==> src/rtl/ex_stage.sv <==
// RV32I execute stage: operand forwarding, source muxing, ALU and branch/jump resolution.
// Results are captured into the EX/MEM register. The redirect outputs go combinationally to fetch.
module ex_stage #(
    parameter int unsigned XLEN = 32,
    parameter int unsigned REGW = 5
) (
    input  logic            clk,
    input  logic            reset,
    input  logic            RegWriteE,
    input  logic            MemWriteE,
    input  logic            JumpE,
    input  logic            JalrE,
    input  logic            BranchE,
    input  logic            ALUSrcAE,
    input  logic [1:0]      ALUSrcBE,
    input  logic [1:0]      ResultSrcE,
    input  logic [3:0]      ALUControlE,
    input  logic [2:0]      funct3E,
    input  logic [XLEN-1:0] RD1E,
    input  logic [XLEN-1:0] RD2E,
    input  logic [XLEN-1:0] PCE,
    input  logic [XLEN-1:0] PCPlus4E,
    input  logic [XLEN-1:0] ImmExtE,
    input  logic [REGW-1:0] RdE,
    input  logic [1:0]      ForwardAE,
    input  logic [1:0]      ForwardBE,
    input  logic [XLEN-1:0] ResultW,
    output logic            PCSrcE,
    output logic [XLEN-1:0] PCTargetE,
    output logic            RegWriteM,
    output logic            MemWriteM,
    output logic [1:0]      ResultSrcM,
    output logic [2:0]      funct3M,
    output logic [XLEN-1:0] ALUResultM,
    output logic [XLEN-1:0] WriteDataM,
    output logic [XLEN-1:0] PCPlus4M,
    output logic [REGW-1:0] RdM
);

    localparam int unsigned SHW = $clog2(XLEN);

    typedef enum logic [3:0] {
        ALU_ADD  = 4'd0,
        ALU_SUB  = 4'd1,
        ALU_AND  = 4'd2,
        ALU_OR   = 4'd3,
        ALU_XOR  = 4'd4,
        ALU_SLT  = 4'd5,
        ALU_SLTU = 4'd6,
        ALU_SLL  = 4'd7,
        ALU_SRL  = 4'd8,
        ALU_SRA  = 4'd9,
        ALU_PASS = 4'd10
    } alu_op_e;

    logic [XLEN-1:0] fwd_a, fwd_b, src_a, src_b;
    logic [XLEN-1:0] alu_result_d, jalr_sum;
    logic [SHW-1:0]  shamt;
    logic            br_cond;

    logic            reg_write_q, mem_write_q;
    logic [1:0]      result_src_q;
    logic [2:0]      funct3_q;
    logic [XLEN-1:0] alu_result_q, write_data_q, pc_plus4_q;
    logic [REGW-1:0] rd_q;

    // Forward-from-M uses this stage's own registered result.
    always_comb begin
        fwd_a = RD1E;
        fwd_b = RD2E;
        case (ForwardAE)
            2'b01:   fwd_a = ResultW;
            2'b10:   fwd_a = alu_result_q;
            default: fwd_a = RD1E;
        endcase
        case (ForwardBE)
            2'b01:   fwd_b = ResultW;
            2'b10:   fwd_b = alu_result_q;
            default: fwd_b = RD2E;
        endcase
    end

    always_comb begin
        src_a = ALUSrcAE ? PCE : fwd_a;
        src_b = fwd_b;
        case (ALUSrcBE)
            2'b01:   src_b = ImmExtE;
            2'b10:   src_b = XLEN'(4);
            2'b11:   src_b = '0;
            default: src_b = fwd_b;
        endcase
    end

    always_comb begin
        alu_result_d = '0;
        shamt        = src_b[SHW-1:0];
        case (alu_op_e'(ALUControlE))
            ALU_ADD:  alu_result_d = src_a + src_b;
            ALU_SUB:  alu_result_d = src_a - src_b;
            ALU_AND:  alu_result_d = src_a & src_b;
            ALU_OR:   alu_result_d = src_a | src_b;
            ALU_XOR:  alu_result_d = src_a ^ src_b;
            ALU_SLT:  alu_result_d = XLEN'($signed(src_a) < $signed(src_b));
            ALU_SLTU: alu_result_d = XLEN'(src_a < src_b);
            ALU_SLL:  alu_result_d = src_a << shamt;
            ALU_SRL:  alu_result_d = src_a >> shamt;
            ALU_SRA:  alu_result_d = XLEN'($signed(src_a) >>> shamt);
            ALU_PASS: alu_result_d = src_b;
            default:  alu_result_d = '0;
        endcase
    end

    // Branch condition compares forwarded register operands, never the ALU sources.
    always_comb begin
        br_cond = 1'b0;
        case (funct3E)
            3'b000:  br_cond = (fwd_a == fwd_b);
            3'b001:  br_cond = (fwd_a != fwd_b);
            3'b100:  br_cond = ($signed(fwd_a) < $signed(fwd_b));
            3'b101:  br_cond = ($signed(fwd_a) >= $signed(fwd_b));
            3'b110:  br_cond = (fwd_a < fwd_b);
            3'b111:  br_cond = (fwd_a >= fwd_b);
            default: br_cond = 1'b0;
        endcase
    end

    assign jalr_sum  = fwd_a + ImmExtE;
    assign PCSrcE    = JumpE | (BranchE & br_cond);
    assign PCTargetE = JalrE ? {jalr_sum[XLEN-1:1], 1'b0} : (PCE + ImmExtE);

    always_ff @(posedge clk or negedge reset) begin
        if (!reset) begin
            reg_write_q  <= 1'b0;
            mem_write_q  <= 1'b0;
            result_src_q <= '0;
            funct3_q     <= '0;
            alu_result_q <= '0;
            write_data_q <= '0;
            pc_plus4_q   <= '0;
            rd_q         <= '0;
        end else begin
            reg_write_q  <= RegWriteE;
            mem_write_q  <= MemWriteE;
            result_src_q <= ResultSrcE;
            funct3_q     <= funct3E;
            alu_result_q <= alu_result_d;
            write_data_q <= fwd_b;
            pc_plus4_q   <= PCPlus4E;
            rd_q         <= RdE;
        end
    end

    assign RegWriteM  = reg_write_q;
    assign MemWriteM  = mem_write_q;
    assign ResultSrcM = result_src_q;
    assign funct3M    = funct3_q;
    assign ALUResultM = alu_result_q;
    assign WriteDataM = write_data_q;
    assign PCPlus4M   = pc_plus4_q;
    assign RdM        = rd_q;

endmodule

==> config.mk <==
export PLATFORM = sky130hd
export DESIGN_NAME = ex_stage
export DESIGN_NICKNAME = d
export VERILOG_FILES = /design/src/rtl/ex_stage.sv
export SDC_FILE = /design/constraint.sdc
export NUM_CORES = 1
export LEC_CHECK = 0
export BUFFER_PORTS_ARGS = -buffer_cell sky130_fd_sc_hd__buf_2
export CORE_ASPECT_RATIO = 0.75
export CORE_MARGIN = 10
export CORE_UTILIZATION = 30
export CTS_CLUSTER_SIZE = 12
export DETAILED_ROUTE_END_ITERATION = 16
export PLACE_DENSITY = 0.58
export SETUP_SLACK_MARGIN = 0.3
export SYNTH_ARGS = -nofsm -noshare
export SYNTH_HDL_FRONTEND = slang
export SYNTH_SLANG_ARGS = --single-unit
==> constraint.sdc <==
create_clock -name clk -period 7.15 [get_ports clk]
set_input_delay 0.715 -clock clk [delete_from_list [all_inputs] [get_ports clk]]
set_output_delay 0.715 -clock clk [all_outputs]
set_load 0.05 [all_outputs]
# Word level (Yosys, flattened, before mapping)
# Index checks and enable logic that the tools add are counted.
word_totals:
  regBits: 108
  input_bits: 220
  elab_cells: 59
classes:
  add_sub_neg: 4
  magnitude_cmp: 6
  n_eq_ne: 24
  shifts: 3
  n_mux: 7
  bitwise: 5
  n_reduce_logical: 2
ops:
  columns: ["op", "n"]
  rows:
  - ["one-hot mux 32 bit (11 select lines)", 1]
  - ["less-than comparator 32 bit", 4]
  - ["one-hot mux 32 bit (2 select lines)", 2]
  - ["adder 32 bit", 3]
  - ["one-hot mux 32 bit (3 select lines)", 1]
  - ["greater-or-equal comparator 32 bit", 2]
  - ["two-way mux 32 bit", 2]
  - ["AND 32 bit", 1]
  - ["equality test 32 bit", 1]
  - ["!= test 32 bit", 1]
  - ["bitwise OR 32 bit", 1]
  - ["left shift 32 x 5 -> 32 bit", 1]
  - ["right shift 32 x 5 -> 32 bit", 1]
  - [">>> shifter 32 x 5 -> 32 bit", 1]
  - ["subtractor 32 bit", 1]
  - ["bitwise XOR 32 bit", 1]
  - ["equality test 4 x 3 -> 1 bit (second input constant)", 4]
  - ["equality test 3 bit (second input constant)", 4]
  - ["equality test 4 bit (second input constant)", 3]
  - ["equality test 2 bit (second input constant)", 4]
  - ["equality test 4 x 2 -> 1 bit (second input constant)", 2]
  - ["equality test 2 x 1 -> 1 bit (second input constant)", 3]
  - ["one-hot mux 1 bit (6 select lines)", 1]
  - ["equality test 4 x 1 -> 1 bit (second input constant)", 1]
  - ["5 further kinds", 5]

# Longest topological paths before layout
depth:
  depth_word: 6
  mapped_depth: 23

# Worst setup path after synthesis
# No wires, ideal clock.
synth_path:
  path_type: "input to output"
  startpoint: "in ForwardAE[0]"
  endpoint: "out PCTargetE[31]"
  arrival_time_ps: 5155
  slack_ps: 1280
  cell_stages: 19
  n_path_buf: 4
  path_cell_list: "inv_1 -> ha_1 -> buf_2 -> buf_2 -> buf_2 -> clkbuf_1 -> o21ai_0 -> ha_1 -> nand4_1 -> nor3_1 -> a221o_1 -> a211o_1 -> a211oi_2 -> o21bai_1 -> a311o_1 -> a21oi_2 -> xnor2_1 -> o21ai_0 -> o211ai_1"
synth_between:
  elab_chain_len: 4
  elab_cells_between_ends: 5
  classes_between: "1 x add/sub; 2 x eq/ne; 2 x mux"
synth_lines:
  columns: ["item", "line_no", "source"]
  rows:
  - ["from (decl)", "25", "input logic [1:0] ForwardAE,"]
  - ["equality test 2 bit / equality test 2 x 1 -> 1 bit (equally long branches)", "71", "case (ForwardAE)"]
  - ["one-hot mux 32 bit (2 select lines) *", "71", null]
  - ["adder 32 bit *", "127", "assign jalr_sum = fwd_a + ImmExtE;"]
  - ["two-way mux 32 bit *", "129", "assign PCTargetE = JalrE ? {jalr_sum[XLEN-1:1], 1'b0} : (PCE + ImmExtE);"]
  - ["to (decl)", "29", "output logic [XLEN-1:0] PCTargetE,"]
# Every way passes the cells marked *; elsewhere a longest branch is shown, timed or not.

# Worst setup path in the final report
# Ends and elaborated chain as after synthesis.

==> results.tsv <==
metric	value	unit
cts hold-fix bufs	0	
largest family of logic cells by synthesized area	compound AO/OA/AOI/OAI gates	
Pleak	9.64	nW
# DRC	0	
ys async rst share	100	%
hpwl dp	71300	um
Seq/Total Area, Yosys	15.4	%
TritonCTS clock tree	built	
Max Root-Sink Buffers	2	
final net count	3174	
status	complete, no violations	
row cnt	76	
Worst R2R Setup Slack	1.80	ns
startpoint type of the worst setup path	input pin	
Fmax	160	MHz
Yosys Warn Count	0	
share of post-route cells with drive strength above 1	16.8	%
global placer's final weighted congestion	1.00	
TritonCTS buffer count	9	
Worst Hold Class	in -> async	
reg2reg start	ALUResultM[0]$_DFF_PN0_	
initial core utilization	30.4	%
core outline area	0.0576	mm2
synth top area cells	dfrtp_1 (15%), ha_1 (14%), a21oi_1 (7.0%)	
Worst Tran Pin Value	1.15	ns
vias per std cell	5.90	
commonest non-fill, non-tap cells in the layout	buf_2 (359), nor2_1 (270), nand2_1 (256), a21oi_1 (247), o21ai_0 (222)	
Tmin final	6.26	ns
Setup TNS	0	ns
Yosys reg bits	108	
Num Clock Sinks	108	
Post-Place Worst Slack	1.01	ns
worst ir drop on vdd	0.000132	V
Post-Synthesis Cells	2497	
Max stage delay on crit path	0.47	ns
slowest cell on the critical path	ha_1	
Reg area	0.00270	mm2
Final Worst Setup Slack	0.894	ns
Setup-failing EPs final	0	
grt ovf	0	
die height	229	um
Via Count	20900	
area fraction in compound gates after synthesis	35.4	%
Worst-Skew Late Latency	0.41	ns
routed length per instance	24.7	um
most used flip-flop cell after synthesis	dfrtp_1	
Placed Area	0.0200	mm2
Synth Area in Adders	14.3	%
finished layout cell area	0.0204	mm2
first-pass GRT wire length	129000	um
clock slew at reported path FFs	0.10	ns
cts repair resizes	0	
RSZ-0062 raised after global routing	no	
Layout Skew	0.0237	ns
Pwr per Cell Area	196	mW/mm2
initial antenna violation count	4	
CP Class	in -> out	
Synth cell types	84	
# fillers	6338	
Final Hold Viols	0	
Die X	299	um
Final Util	35.4	%
crit path DAT	5.54	ns
ANT nets after route	0	
Post-synth EDFFs	0	
crit path capture type	output pin	
final wirelength	87500	um
vias in the first global route	19400	
synthesized area per cell	7.02	um2
H-tree level count	3	
placed cell count	3525	
mux cell area share after synthesis	4.29	%
Final period util	87.5	%
DRT Pass-1 Iters	7	
DRT iter0 DRCs	2386	
Max Cap Viol	0	
Slew Limit Fails	0	
syn nets	2915	
Synth top area share	15.4	%
Synth Area in Simple Gates	19.9	%
Synth Area in XOR/XNOR	3.45	%
CP required	6.43	ns
Cell Area, Synth	0.0175	mm2
most common cell after layout, fill and taps aside	buf_2	
Top Ports	361	
crit path cell chain	buf_2 > ha_1 > buf_4 > a221oi_1 > nor2_1 > ha_1 > nand2_1 > o21ai_0 > a221o_1 > a211o_1 > a211oi_2 > o21bai_1 > a311o_1 > a21oi_2 > xnor2_1 > a211o_1 > o211ai_1 > buf_2	
Root Driver	clkbuf_16	
biggest area consumer among synthesized cells	dfrtp_1	
R2R depth	17	
number of buffers added on ports	360	
critical path fanouts, max	11	
area of the multi-input gates	0.0136	mm2
Die Area	0.0686	mm2
largest net degree at the start of global routing	67	
Slew headroom	23.2	%
GRT Overall Usage	24.2	%
Area Overhead vs Synth	16.2	%
Setup Buffers After CTS	0	
Worst R2R End	ALUResultM[0]$_DFF_PN0_	
Final Non-Filler Cells	3542	
sequential cells by signal, indices dropped and copies added, names as in the netlist:
register / cells
ALUResultM: 32
RdM: 5
MemWriteM: 1
RegWriteM: 1
WriteDataM: 32
ResultSrcM: 2
funct3M: 3
PCPlus4M: 32
where the power goes:
part / total [mW] / internal, mW / switching, mW
registers: 0.759 / 0.679 / 0.0805
clock network: 0.619 / 0.317 / 0.302
logic: 2.61 / 0.801 / 1.81
per-stage QoR:
stage	total power, mW	hold WS (ns)
finish	3.99	0.321
global route	4.22	0.361
CTS	3.94	0.322
detailed placement	3.31	0.730
global placement	3.33	0.731
floorplan	2.52	0.419
critical path, delay by kind of cell:
family                     cells  cell delay (ns)
adders and majority gates      2             0.82
xor gates and xnor gates       1             0.09
buffers and inverters          3             0.73
AOI/OAI and AO/OA             10             2.85
and+or+nand+nor                2             0.30
cells by family (layout without fill, tap and decap cells):
group,Yosys count,after routing
multiplexers,70,70
AND/OR/NAND/NOR,778,778
buffers and inverters,323,587
AO/OA/AOI/OAI,951,951
other,0,1
flip-flops,108,108
adder cells (fa/ha/maj),198,198
XOR/XNOR,69,69
per-layer routing:
metal  up-vias  track usage (%)  share of wire, %
li1       9651                -                 -
met1     10000             33.9                45
met5         -                0             0.039
met2      1161             36.7                43
met3        76             7.02                11
met4         4             3.81               1.3
Yosys cell counts, drive strengths merged, types with 26 or more instances:
master and instances:
o21ai 225, dfrtp 108, xnor2 46, nand2b 49, clkbuf 99, a211oi 39, a22oi 56, ha 194
o211ai 48, nor2 271, mux2i 56, nand2 256, a21oi 248, nor2b 44, inv 165, nand3 43
a31oi 26, a221oi 53, nor3 41, a21o 47, buf 57
area by class of cell:
class | instances | area share [%]
tap | 780 | 4.79
sequential | 108 | 13.3
clock buffer | 9 | 1.11
antenna | 1 | 0.0123
inverter | 167 | 3.08
clock inverter | 7 | 0.559
timing repair buffer | 404 | 10.5
multi-input combinational | 2066 | 66.7
worst max-delay path by stage:
stage | to | start
after detailed placement | PCTargetE[31] | ForwardAE[0]
after global placement | PCTargetE[31] | ForwardAE[0]
after global routing | PCTargetE[31] | ForwardAE[0]
after CTS | PCTargetE[31] | ForwardAE[0]
final | PCTargetE[31] | ForwardAE[0]
after floorplan | PCTargetE[31] | ForwardAE[0]
No activity file was read; power rests on OpenSTA's default activity.
